==> config.mk <==
export PLATFORM = sky130hd
export DESIGN_NAME = hazard_ctrl
export DESIGN_NICKNAME = d
export VERILOG_FILES = /design/src/rtl/hazard_ctrl_pkg.sv /design/src/rtl/hazard_ctrl_fwd_sel.sv /design/src/rtl/hazard_ctrl.sv
export SDC_FILE = /design/constraint.sdc
export NUM_CORES = 1
export LEC_CHECK = 0
export CORE_MARGIN = 8
export CORE_UTILIZATION = 29
export CTS_CLUSTER_DIAMETER = 150
export DETAILED_ROUTE_END_ITERATION = 8
export PLACE_DENSITY = 0.55
export SETUP_SLACK_MARGIN = 0.05
export SYNTH_ARGS = -nofsm -noshare
export SYNTH_HDL_FRONTEND = slang
export SYNTH_HIERARCHICAL = 1
export SYNTH_SLANG_ARGS = --single-unit
export TNS_END_PERCENT = 5
==> constraint.sdc <==
create_clock -name clk -period 2.8 [get_ports clk]
set_input_delay 0.56 -clock clk [delete_from_list [all_inputs] [get_ports clk]]
set_output_delay 0.56 -clock clk [all_outputs]
set_load 0.02 [all_outputs]
==> src/rtl/hazard_ctrl_pkg.sv <==
// Shared encodings for the pipeline hazard controller: forwarding selects,
// writeback sources, PC select and controller state.
package hazard_ctrl_pkg;

  localparam logic [1:0] FWD_RF = 2'b00;
  localparam logic [1:0] FWD_W  = 2'b01;
  localparam logic [1:0] FWD_M  = 2'b10;

  localparam logic [1:0] WB_ALU = 2'b00;
  localparam logic [1:0] WB_MEM = 2'b01;
  localparam logic [1:0] WB_PC4 = 2'b10;

  localparam logic [1:0] PC_SEQ = 2'b00;

  typedef enum logic [1:0] {
    HC_INIT     = 2'b00,
    HC_RUN      = 2'b01,
    HC_MEM_WAIT = 2'b10,
    HC_ERR      = 2'b11
  } hc_state_e;

endpackage

==> src/rtl/hazard_ctrl_fwd_sel.sv <==
// Per-operand forwarding comparator: picks the M or W bypass for one source
// register and flags a load in M that this operand would consume too early.
module hazard_ctrl_fwd_sel
  import hazard_ctrl_pkg::*;
#(
  parameter int AW = 5
) (
  input  logic [AW-1:0] i_adr,
  input  logic          i_use,
  input  logic [AW-1:0] i_rdM,
  input  logic          i_reg_writeM,
  input  logic [1:0]    i_wb_selM,
  input  logic [AW-1:0] i_rdW,
  input  logic          i_reg_writeW,
  output logic [1:0]    o_fwd,
  output logic          o_load_match
);

  logic w_hitM;
  logic w_hitW;

  assign w_hitM = i_reg_writeM && (i_rdM != {AW{1'b0}}) && (i_rdM == i_adr);
  assign w_hitW = i_reg_writeW && (i_rdW != {AW{1'b0}}) && (i_rdW == i_adr);

  // A load result in M is not available yet, so it never wins the M bypass.
  always_comb begin
    o_fwd = FWD_RF;
    if (w_hitM && (i_wb_selM != WB_MEM)) begin
      o_fwd = FWD_M;
    end else if (w_hitW) begin
      o_fwd = FWD_W;
    end else begin
      o_fwd = FWD_RF;
    end
  end

  assign o_load_match = w_hitM && (i_wb_selM == WB_MEM) && i_use;

endmodule

==> src/rtl/hazard_ctrl.sv <==
// Pipeline hazard controller: forwarding selects, load-use stalls, redirect
// flushes, dmem wait sequencing with timeout watchdog, and perf counters.
module hazard_ctrl
  import hazard_ctrl_pkg::*;
#(
  parameter int XLEN        = 32,
  parameter int CNT_W       = 32,
  parameter int MEM_TIMEOUT = 256
) (
  input  logic                       clk,
  input  logic                       rst,
  input  logic [$clog2(XLEN)-1:0]    adr1D,
  input  logic [$clog2(XLEN)-1:0]    adr2D,
  input  logic                       use_rs1D,
  input  logic                       use_rs2D,
  input  logic [1:0]                 pc_selD,
  input  logic [$clog2(XLEN)-1:0]    rdM,
  input  logic                       reg_writeM,
  input  logic [1:0]                 wb_selM,
  input  logic                       mem_accessM,
  input  logic                       dmem_ready,
  input  logic [$clog2(XLEN)-1:0]    rdW,
  input  logic                       reg_writeW,
  output logic [1:0]                 forward1D,
  output logic [1:0]                 forward2D,
  output logic                       stallF,
  output logic                       stallD,
  output logic                       flushD,
  output logic                       bubbleM,
  output logic                       stallM,
  output logic                       bubbleW,
  output logic                       mem_err,
  output logic [CNT_W-1:0]           stall_cnt,
  output logic [CNT_W-1:0]           flush_cnt
);

  localparam int AW     = $clog2(XLEN);
  localparam int WCNT_W = $clog2(MEM_TIMEOUT);
  localparam logic [WCNT_W-1:0] WCNT_LAST = WCNT_W'(MEM_TIMEOUT - 1);

  hc_state_e         r_state;
  hc_state_e         w_next;
  logic [WCNT_W-1:0] r_wait_cnt;
  logic              r_mem_err;
  logic [CNT_W-1:0]  r_stall_cnt;
  logic [CNT_W-1:0]  r_flush_cnt;
  logic              w_load1;
  logic              w_load2;
  logic              w_load_haz;
  logic              w_flush_inc;
  logic              w_mem_miss;

  function automatic logic [CNT_W-1:0] sat_inc(input logic [CNT_W-1:0] v);
    if (&v) begin
      return v;
    end else begin
      return v + CNT_W'(1);
    end
  endfunction

  hazard_ctrl_fwd_sel #(.AW(AW)) u_fwd1 (
    .i_adr(adr1D), .i_use(use_rs1D), .i_rdM(rdM), .i_reg_writeM(reg_writeM),
    .i_wb_selM(wb_selM), .i_rdW(rdW), .i_reg_writeW(reg_writeW),
    .o_fwd(forward1D), .o_load_match(w_load1)
  );

  hazard_ctrl_fwd_sel #(.AW(AW)) u_fwd2 (
    .i_adr(adr2D), .i_use(use_rs2D), .i_rdM(rdM), .i_reg_writeM(reg_writeM),
    .i_wb_selM(wb_selM), .i_rdW(rdW), .i_reg_writeW(reg_writeW),
    .o_fwd(forward2D), .o_load_match(w_load2)
  );

  assign w_load_haz = w_load1 || w_load2;
  assign w_mem_miss = mem_accessM && !dmem_ready;

  // Pipeline controls and next state; priority in RUN is mem miss, load-use, redirect.
  always_comb begin
    stallF      = 1'b0;
    stallD      = 1'b0;
    flushD      = 1'b0;
    bubbleM     = 1'b0;
    stallM      = 1'b0;
    bubbleW     = 1'b0;
    w_flush_inc = 1'b0;
    w_next      = r_state;
    case (r_state)
      HC_INIT: begin
        stallF  = 1'b1;
        flushD  = 1'b1;
        bubbleM = 1'b1;
        w_next  = HC_RUN;
      end
      HC_RUN: begin
        if (w_mem_miss) begin
          stallF  = 1'b1;
          stallD  = 1'b1;
          stallM  = 1'b1;
          bubbleW = 1'b1;
          w_next  = HC_MEM_WAIT;
        end else if (w_load_haz) begin
          stallF  = 1'b1;
          stallD  = 1'b1;
          bubbleM = 1'b1;
        end else if (pc_selD != PC_SEQ) begin
          flushD      = 1'b1;
          w_flush_inc = 1'b1;
        end else begin
          w_next = HC_RUN;
        end
      end
      HC_MEM_WAIT: begin
        if (dmem_ready) begin
          w_next = HC_RUN;
        end else begin
          stallF  = 1'b1;
          stallD  = 1'b1;
          stallM  = 1'b1;
          bubbleW = 1'b1;
          if (r_wait_cnt == WCNT_LAST) begin
            w_next = HC_ERR;
          end else begin
            w_next = HC_MEM_WAIT;
          end
        end
      end
      HC_ERR: begin
        stallF  = 1'b1;
        stallD  = 1'b1;
        stallM  = 1'b1;
        bubbleW = 1'b1;
        w_next  = HC_ERR;
      end
      default: begin
        w_next = HC_INIT;
      end
    endcase
  end

  // State, wait timer, sticky error and saturating counters.
  always_ff @(posedge clk) begin
    if (rst) begin
      r_state     <= HC_INIT;
      r_wait_cnt  <= {WCNT_W{1'b0}};
      r_mem_err   <= 1'b0;
      r_stall_cnt <= {CNT_W{1'b0}};
      r_flush_cnt <= {CNT_W{1'b0}};
    end else begin
      r_state <= w_next;
      if ((r_state == HC_RUN) && w_mem_miss) begin
        r_wait_cnt <= WCNT_W'(1);
      end else if ((r_state == HC_MEM_WAIT) && !dmem_ready && (r_wait_cnt != WCNT_LAST)) begin
        r_wait_cnt <= r_wait_cnt + WCNT_W'(1);
      end
      if (w_next == HC_ERR) begin
        r_mem_err <= 1'b1;
      end
      if (stallD) begin
        r_stall_cnt <= sat_inc(r_stall_cnt);
      end
      if (w_flush_inc) begin
        r_flush_cnt <= sat_inc(r_flush_cnt);
      end
    end
  end

  assign mem_err   = r_mem_err;
  assign stall_cnt = r_stall_cnt;
  assign flush_cnt = r_flush_cnt;

endmodule

---- After elaboration in Yosys (flattened, before gate mapping) ----
Cells that the tools add are included.
storage, ports and cells
  register bits after elaboration ......... 75
  input bits .............................. 32
  output and inout port bits .............. 75
  logic and storage cells ................. 78
cells by class
  add/sub/neg operators ................... 3
  equal/unequal tests ..................... 12
  multiplexer cells ....................... 26
  bitwise operators ....................... 2
  reduce and logical (&&, ||, !) cells .... 29
operators with widths
  cell                     number
  $add A32 B1 Y32 const B  2
  $reduce_and A32 Y1       2
  $eq A5 B5 Y1             4
  $logic_and A1 B1 Y1      16
  $mux W1                  14
  $mux W2                  6
  $reduce_bool A5 Y1       2
  $pmux W1 S3              3
  $add A8 B1 Y8 const B    1
  $eq A8 B8 Y1 const B     1
  $ne A8 B8 Y1 const B     1
  $pmux W2 S4              1
  $eq A2 B2 Y1 const B     3
  $eq A2 B1 Y1 const B     2
  $pmux W1 S2              2
  $reduce_and A2 Y1        2
  $reduce_bool A2 Y1       2
  $reduce_or A2 Y1         2
  $logic_not A2 Y1         1
  $ne A2 B1 Y1 const B     1
  $not A1 Y1               2
  $logic_not A1 Y1         1
  $logic_or A1 B1 Y1       1

---- Depth between registers and ports, before layout ----
Gate-level depths: netlist (run 1).
  depth in word-level cells ............... 10
  depth in mapped cells ................... 11

---- By module ----
The synthesis (run 1) kept the hierarchy.
modules (own cells, without submodules)
  module               instances  cells each  area each (µm²)  sequential area each (µm²)
  hazard_ctrl          1          480         4,010.1          1,501.4
  hazard_ctrl_fwd_sel  2          24          170.2            0.0

---- Worst setup path after synthesis (run 1) ----
OpenSTA, ideal clock, no wires.
  path kind ............................... input to register
  from .................................... input rdM[2]
  to ...................................... register r_stall_cnt[28], in the netlist stall_cnt[28]
  arrival ................................. 2,747 ps
  required time ........................... 2,730 ps
  slack ................................... -18 ps
  stages .................................. 9
  path through ............................ xnor2_1 > nand3_1 > nor4b_2 > and4b_1 > nor2_1 > o221ai_2 > nand4_1 > or4_1 > a21oi_1
on the way
  word-level cells in the longest chain between the ends .. 10
  elaborated cells between the ends (all ways) .. 15
ends and longest elaborated chain
  item                                  RTL line                   source
  start, declared                       hazard_ctrl.sv:17          input logic [$clog2(XLEN)-1:0] rdM,
  $reduce_bool A5 Y1                    hazard_ctrl_fwd_sel.sv:22  assign w_hitM = i_reg_writeM && (i_rdM != {AW{1'b0}}) && (i_rdM == i_adr);
  $logic_and A1 B1 Y1                   hazard_ctrl_fwd_sel.sv:22
  $logic_and A1 B1 Y1 *                 hazard_ctrl_fwd_sel.sv:22
  $logic_and A1 B1 Y1 * (2 in a row)    hazard_ctrl_fwd_sel.sv:37  assign o_load_match = w_hitM && (i_wb_selM == WB_MEM) && i_use;
  via w_load2                           hazard_ctrl.sv:48          logic w_load2;
  $logic_or A1 B1 Y1 *                  hazard_ctrl.sv:73          assign w_load_haz = w_load1 || w_load2;
  $mux W1 *                             hazard_ctrl.sv:100         end else if (w_load_haz) begin
  $mux W1 *                             hazard_ctrl.sv:94          if (w_mem_miss) begin
  $pmux W1 S3 *                         hazard_ctrl.sv:86          case (r_state)
  via stallD                            hazard_ctrl.sv:27          output logic stallD,
  $reduce_and A2 Y1 (no source line) *  --
  end signal, assigned                  hazard_ctrl.sv:145         r_stall_cnt <= {CNT_W{1'b0}};
  end signal, assigned                  hazard_ctrl.sv:158         r_stall_cnt <= sat_inc(r_stall_cnt);
  end, declared                         hazard_ctrl.sv:45          logic [CNT_W-1:0] r_stall_cnt;
The timed path passes the listed nets; every way through them passes the cells marked *.
A chain may end at the register's enable or synchronous reset.

---- Final worst setup path (run 1) ----
  from .................................... input rdM[0]
  to ...................................... register r_stall_cnt[30], in the netlist stall_cnt[30]
on the way
  word-level cells in the longest chain between the ends .. 10
  elaborated cells between the ends (all ways) .. 15
ends and longest elaborated chain
  item                                  RTL line
  $reduce_bool A5 Y1                    hazard_ctrl_fwd_sel.sv:22
  $logic_and A1 B1 Y1                   hazard_ctrl_fwd_sel.sv:22
  $logic_and A1 B1 Y1 *                 hazard_ctrl_fwd_sel.sv:22
  $logic_and A1 B1 Y1 * (2 in a row)    hazard_ctrl_fwd_sel.sv:37
  via w_load2                           hazard_ctrl.sv:48
  $logic_or A1 B1 Y1 *                  hazard_ctrl.sv:73
  $mux W1 *                             hazard_ctrl.sv:100
  $mux W1 *                             hazard_ctrl.sv:94
  $pmux W1 S3 *                         hazard_ctrl.sv:86
  $reduce_and A2 Y1 (no source line) *  --
Marked as above.

==> results of run 1 <==
-- cells by family after synthesis --
kind of cell	Yosys count
fa+ha+maj	8
flops	75
xor+xnor	26
compound gates	130
simple gates	243
buf+inv	31
mux	15
-- registers in the layout, summed over array words and instances, names as in the netlist --
register,flops
r_wait_cnt,8
r_state,2
stall_cnt,32
mem_err,1
flush_cnt,32
-- layer usage --
| metal | GRT usage | vias up |
|---|---|---|
| met4 | 0.0400 | 0 |
| li1 | - | 2289 |
| met2 | 0.226 | 116 |
| met5 | 0 | - |
| met3 | 0.0562 | 20 |
| met1 | 0.163 | 2219 |
-- cell usage after synthesis (all sizes together), types with 6 or more instances --
master,count
dfxtp,75
a21oi,50
o21ai,39
nor2,38
nand2,31
nand3,30
or3,30
nand4,24
inv,15
nor3,14
xnor2,14
and4,13
xor2,12
nor4,11
o31ai,11
or4,11
mux2,10
clkbuf,9
nor2b,9
ha,8
buf,7
nand2b,7
and3,6
-- power by group through the flow --
stage / Clock, mW / Sequential, mW / Combinational [mW]
after floorplan: 0 / 1.11 / 0.109
after global placement: 0 / 1.10 / 0.242
after detailed placement: 0 / 1.10 / 0.246
after CTS: 1.10 / 1.08 / 0.246
after global routing: 1.16 / 1.08 / 0.271
final: 1.06 / 1.08 / 0.251
-- timing repair --
action | CTS | global route
setup endpoints to repair | 71 | 58
endpoints found under the hold margin | 0 | 0
pin swaps | 12 | 16
setup buffers | 4 | 2
resized for setup | 65 | 43
-- worst max-delay path: stages --
cell and delay [ns]:
buf_2 0.14, xnor2_1 0.18, nand3_1 0.11, nor4b_2 0.31
and4b_1 0.27, nor2_2 0.07, buf_6 0.13, o221ai_4 0.19
buf_6 0.16, nand4_1 0.12, buf_4 0.19, or4_4 0.41
a21oi_2 0.14
-- worst paths after layout --
| path | endpoint | depth (start not counted) |
|---|---|---|
| worst max register to register | stall_cnt[4]$_SDFFE_PP0P_ | 8 |
| worst min register to register | stall_cnt[30]$_SDFFE_PP0P_ | 2 |
| worst min-delay path | stall_cnt[30]$_SDFFE_PP0P_ | 2 |
| worst max-delay path | stall_cnt[30]$_SDFFE_PP0P_ | 13 |
-- layout make-up --
type | count | share of cell area
clock inverter | 2 | 0.00198
tap | 184 | 0.0365
clock buffer | 13 | 0.0397
timing repair buffer | 155 | 0.222
sequential | 75 | 0.238
inverter | 15 | 0.00893
multi-input combinational | 422 | 0.452
==> results.json, run 1 <==
{
  "place_area_mm2": 0.00589,
  "swShare": 0.242,
  "cts_max_path_buffers": 2,
  "mostFrequentLayoutCell": "clkdlybuf4s50_1",
  "clock-skew-final_ns": 0.00335,
  "fin_crit_sh": 0.969,
  "met2WireLength_mm": 6.57,
  "core_area_mm2": 0.0146,
  "worst_slack_ns": 0.0864,
  "synth_nets": 568,
  "synthXorXnorAreaFrac": 0.0523,
  "tightest_slew_ns": 0.635,
  "layout.nets": 718,
  "ys_seq_area_frac": 0.345,
  "synth_top_family_by_area": "simple AND/OR/NAND/NOR gates",
  "worstPathArrival_ns": 2.99,
  "multi_input_area_mm2": 0.00285,
  "place_hpwl_mm": 10.2,
  "pre_cts_slack_ns": -0.863,
  "yosysWarnings": 6,
  "first_iter_violations": 262,
  "slew_violations": 0,
  "p_seq_frac": 0.452,
  "io_buffers": 106,
  "drc": 0,
  "peakVddDrop_mv": 0.244,
  "crit_start": "rdM[0]",
  "cts_root_buf": "clkbuf_16",
  "synth_area_mm2": 0.00435,
  "p_leak_nw": 2.14,
  "antenna_found_initial": 0,
  "synth_fa_ha_area_frac": 0.0230,
  "combPwrFrac": 0.105,
  "power.internal_mw": 1.81,
  "powerDensity_mw_per_mm2": 379,
  "globalRouteTotalUtil": 0.139,
  "die_h_um": 138,
  "whs_ns": 0.500,
  "wl_mm": 13.6,
  "synth_compound_area_frac": 0.183,
  "place_inst": 845,
  "yosys.area_share.simple": 0.328,
  "avgRoutedWirePerCell_um": 15.7,
  "vias_per_cell": 5.36,
  "avgSynthCellArea_um2": 8.24,
  "finalCoreUtilization": 0.432,
  "p_clk_frac": 0.443,
  "total_power_mw": 2.39,
  "synth-main-ff-cell": "dfxtp_1",
  "synth.mux.area_fraction": 0.0374,
  "rows": 44,
  "h-tree-depth": 3,
  "fin_area_mm2": 0.00631,
  "rsz0062_at_grt": "yes",
  "grt_overflow": 0,
  "final_cells": 866,
  "ctsHoldBuffers": 0,
  "hold_path.startpoint": "stall_cnt[30]$_SDFFE_PP0P_",
  "cts_tree": "built",
  "yosysTopAreaCellShare": 0.345,
  "required_ns": 3.08,
  "finalCriticalPeriod_ns": 2.71,
  "min_path_type": "flip-flop to flip-flop",
  "initial_core_util": 0.298,
  "fp.dieArea_mm2": 0.0192,
  "grt_start_max_net_pins": 74,
  "grt_pass1_vias": 4451,
  "drive_above_1_share": 0.188,
  "synth_edf_count": 0,
  "vias": 4644,
  "gp_congestion": 0.821,
  "fin_setup_tns_ns": 0,
  "outcome": "finished clean",
  "n_fill_cell": 1471,
  "io_pins": 107,
  "ys_ff_latch": 75,
  "cp_max_fo": 5,
  "fmax_ghz": 0.369,
  "path_clk_slew_ns": 0.06,
  "area_growth_pct": 45.0,
  "ant_nets": 0,
  "met3_length_um": 932,
  "synth_cell_types": 61,
  "drt_pass1_iterations": 5,
  "yosysTopAreaCell": "dfxtp_1",
  "cts_sinks": 75,
  "wl_met1_mm": 5.88,
  "cts-buffers-inserted": 9,
  "diodes": 0,
  "endpoint_kind": "flip-flop",
  "finalSetupViolCount": 0,
  "maxSlewHeadroom": 0.575,
  "report.final.hold_viol_count": 0,
  "die_x_um": 138,
  "maxUsedRoutingLayer": "met4",
  "regArea_mm2": 0.00150,
  "grt_pass1_wl_mm": 22.2,
  "rrSetupSlack_ns": 0.37,
  "synth.area.top_cells": "dfxtp_1 35%, a21oi_1 5.8%, o21ai_0 4.5%",
  "clock_latency_ns": 0.34,
  "ys_async_sr_fraction": 0,
  "r2r_start": "stall_cnt[0]$_SDFFE_PP0P_",
  "crit_type": "input port to flip-flop",
  "final_cell_mix": "79 x clkdlybuf4s50_1, 75 x dfxtp_1, 47 x a21oi_1, 43 x buf_4, 37 x nor2_1",
  "switchingPower_uw": 578,
  "synthCells": 528,
  "start_kind": "input port",
  "drv_cap": 0
}
(Power assumes the default switching activity.)
==> run 2, diff against run 1 <==
--- a/config.mk
+++ b/config.mk
@@ -5,7 +5,6 @@
 export SDC_FILE = /design/constraint.sdc
 export NUM_CORES = 1
 export LEC_CHECK = 0
-export CORE_MARGIN = 8
 export CORE_UTILIZATION = 29
 export CTS_CLUSTER_DIAMETER = 150
 export DETAILED_ROUTE_END_ITERATION = 8
==> results.json, run 2 (same netlist as run 1, synthesis figures left out) <==
{
  "drc": 0,
  "die_h_um": 124,
  "maxSlewHeadroom": 0.595,
  "cts_root_buf": "clkbuf_16",
  "io_pins": 107,
  "min_path_type": "flip-flop to flip-flop",
  "report.final.hold_viol_count": 0,
  "rows": 44,
  "tightest_slew_ns": 0.601,
  "grt_pass1_wl_mm": 21.7,
  "powerDensity_mw_per_mm2": 393,
  "whs_ns": 0.510,
  "rsz0062_at_grt": "yes",
  "gp_congestion": 0.818,
  "clock_latency_ns": 0.34,
  "outcome": "finished clean",
  "finalSetupViolCount": 0,
  "clock-skew-final_ns": 0.00933,
  "h-tree-depth": 3,
  "wl_mm": 13.0,
  "critPathSlowestCell": "nor4b_2",
  "area_growth_pct": 46.5,
  "slowest_delay_ns": 0.38,
  "cp_common_cell": "buf_6",
  "avgRoutedWirePerCell_um": 15.1,
  "antenna_found_initial": 0,
  "place_area_mm2": 0.00590,
  "fin_crit_sh": 0.998,
  "drv_cap": 0,
  "initial_core_util": 0.298,
  "cts_max_path_buffers": 2,
  "drt_pass1_iterations": 4,
  "finalCoreUtilization": 0.437,
  "endpoint_kind": "output pin",
  "drive_above_1_share": 0.179,
  "io_buffers": 106,
  "grt_pass1_vias": 4437,
  "start_kind": "input port",
  "place_hpwl_mm": 9.55,
  "cts_sinks": 75,
  "layout.nets": 715,
  "ant_nets": 0,
  "globalRouteTotalUtil": 0.171,
  "p_leak_nw": 2.19,
  "core_area_mm2": 0.0146,
  "finalCriticalPeriod_ns": 2.80,
  "grt_start_max_net_pins": 53,
  "crit_type": "input port to output pin",
  "vias": 4559,
  "cp_max_fo": 5,
  "mostFrequentLayoutCell": "clkdlybuf4s50_1",
  "path_clk_slew_ns": 0.06,
  "slew_violations": 0,
  "fp.dieArea_mm2": 0.0155,
  "cts-buffers-inserted": 9,
  "cp_cell_sequence": "buf_6, buf_6, xor2_2, nor4b_2, and4b_1, nor2_4, buf_6, o221ai_4, buf_4, buf_6",
  "grt_overflow": 0,
  "vias_per_cell": 5.28,
  "required_ns": 2.24,
  "worstPathArrival_ns": 2.24,
  "fmax_ghz": 0.358,
  "diodes": 0,
  "fin_area_mm2": 0.00637,
  "die_x_um": 124,
  "first_iter_violations": 240,
  "final_cell_mix": "81 x clkdlybuf4s50_1, 75 x dfxtp_1, 48 x a21oi_1, 40 x buf_4",
  "ctsHoldBuffers": 0,
  "cts_tree": "built",
  "peakVddDrop_mv": 0.254
}
## run 2: worst max-delay path, delay by kind of cell
kind | cells | cell delay [ns]
AOI/OAI and AO/OA | 1 | 0.16
xor gates and xnor gates | 1 | 0.14
buffers and inverters | 5 | 0.60
and+or+nand+nor | 3 | 0.75
## run 2: path summary, 6_finish.rpt
check | from | to | slack, ns | cells past startpoint
max reg2reg | stall_cnt[2]$_SDFFE_PP0P_ | stall_cnt[6]$_SDFFE_PP0P_ | 0.40 | 7
min | r_wait_cnt[4]$_SDFFE_PP0P_ | r_wait_cnt[4]$_SDFFE_PP0P_ | 0.51 | 1
min reg2reg | r_wait_cnt[4]$_SDFFE_PP0P_ | r_wait_cnt[4]$_SDFFE_PP0P_ | 0.51 | 1
max | rdM[1] | stallD | 0.005 | 10
## run 2: layout make-up
type	instances	area, µm²
fillers	1411	8220
multi-input cells	422	2870
flip-flops and latches	75	1500
repair buffers	152	1430
clock buffers	14	254
well taps	184	230
inverters	15	56.3
clock inverters	2	35.0
## run 2: repair_timing
action | in CTS | in global routing
resized for setup | 76 | 42
setup endpoints to repair | 73 | 49
hold endpoints to repair | 0 | 0
pin swaps | 18 | 18
setup buffers | 1 | 2
## run 2: metrics by stage
step | power [mW] | TNS (ns) | std cells | setup WS (ns)
after global routing | 2.60 | -0.818 | 864 | -0.0837
after floorplan | 1.22 | -0.0178 | 528 | -0.0178
after CTS | 2.52 | 0 | 862 | 0.00868
after global placement | 1.35 | -44.91 | 845 | -0.853
final | 2.50 | 0 | 864 | 0.00469
after detailed placement | 1.35 | -48.16 | 845 | -0.893
## run 2: routing by layer
layer  wire, µm  up-vias  track usage
li1           -     2291            -
met1       5800     2130        0.205
met2       6430      115        0.286
met3        565       23       0.0520
met4        255        0       0.0595
met5          0        -            0
## run 2: where the power goes
| part | leakage [nW] | total, mW | switching, mW | internal [mW] |
|---|---|---|---|---|
| clock | 0.141 | 1.16 | 0.443 | 0.715 |
| combinational | 1.44 | 0.265 | 0.133 | 0.131 |
| sequential | 0.604 | 1.08 | 0.00771 | 1.07 |
| total | 2.19 | 2.50 | 0.584 | 1.92 |
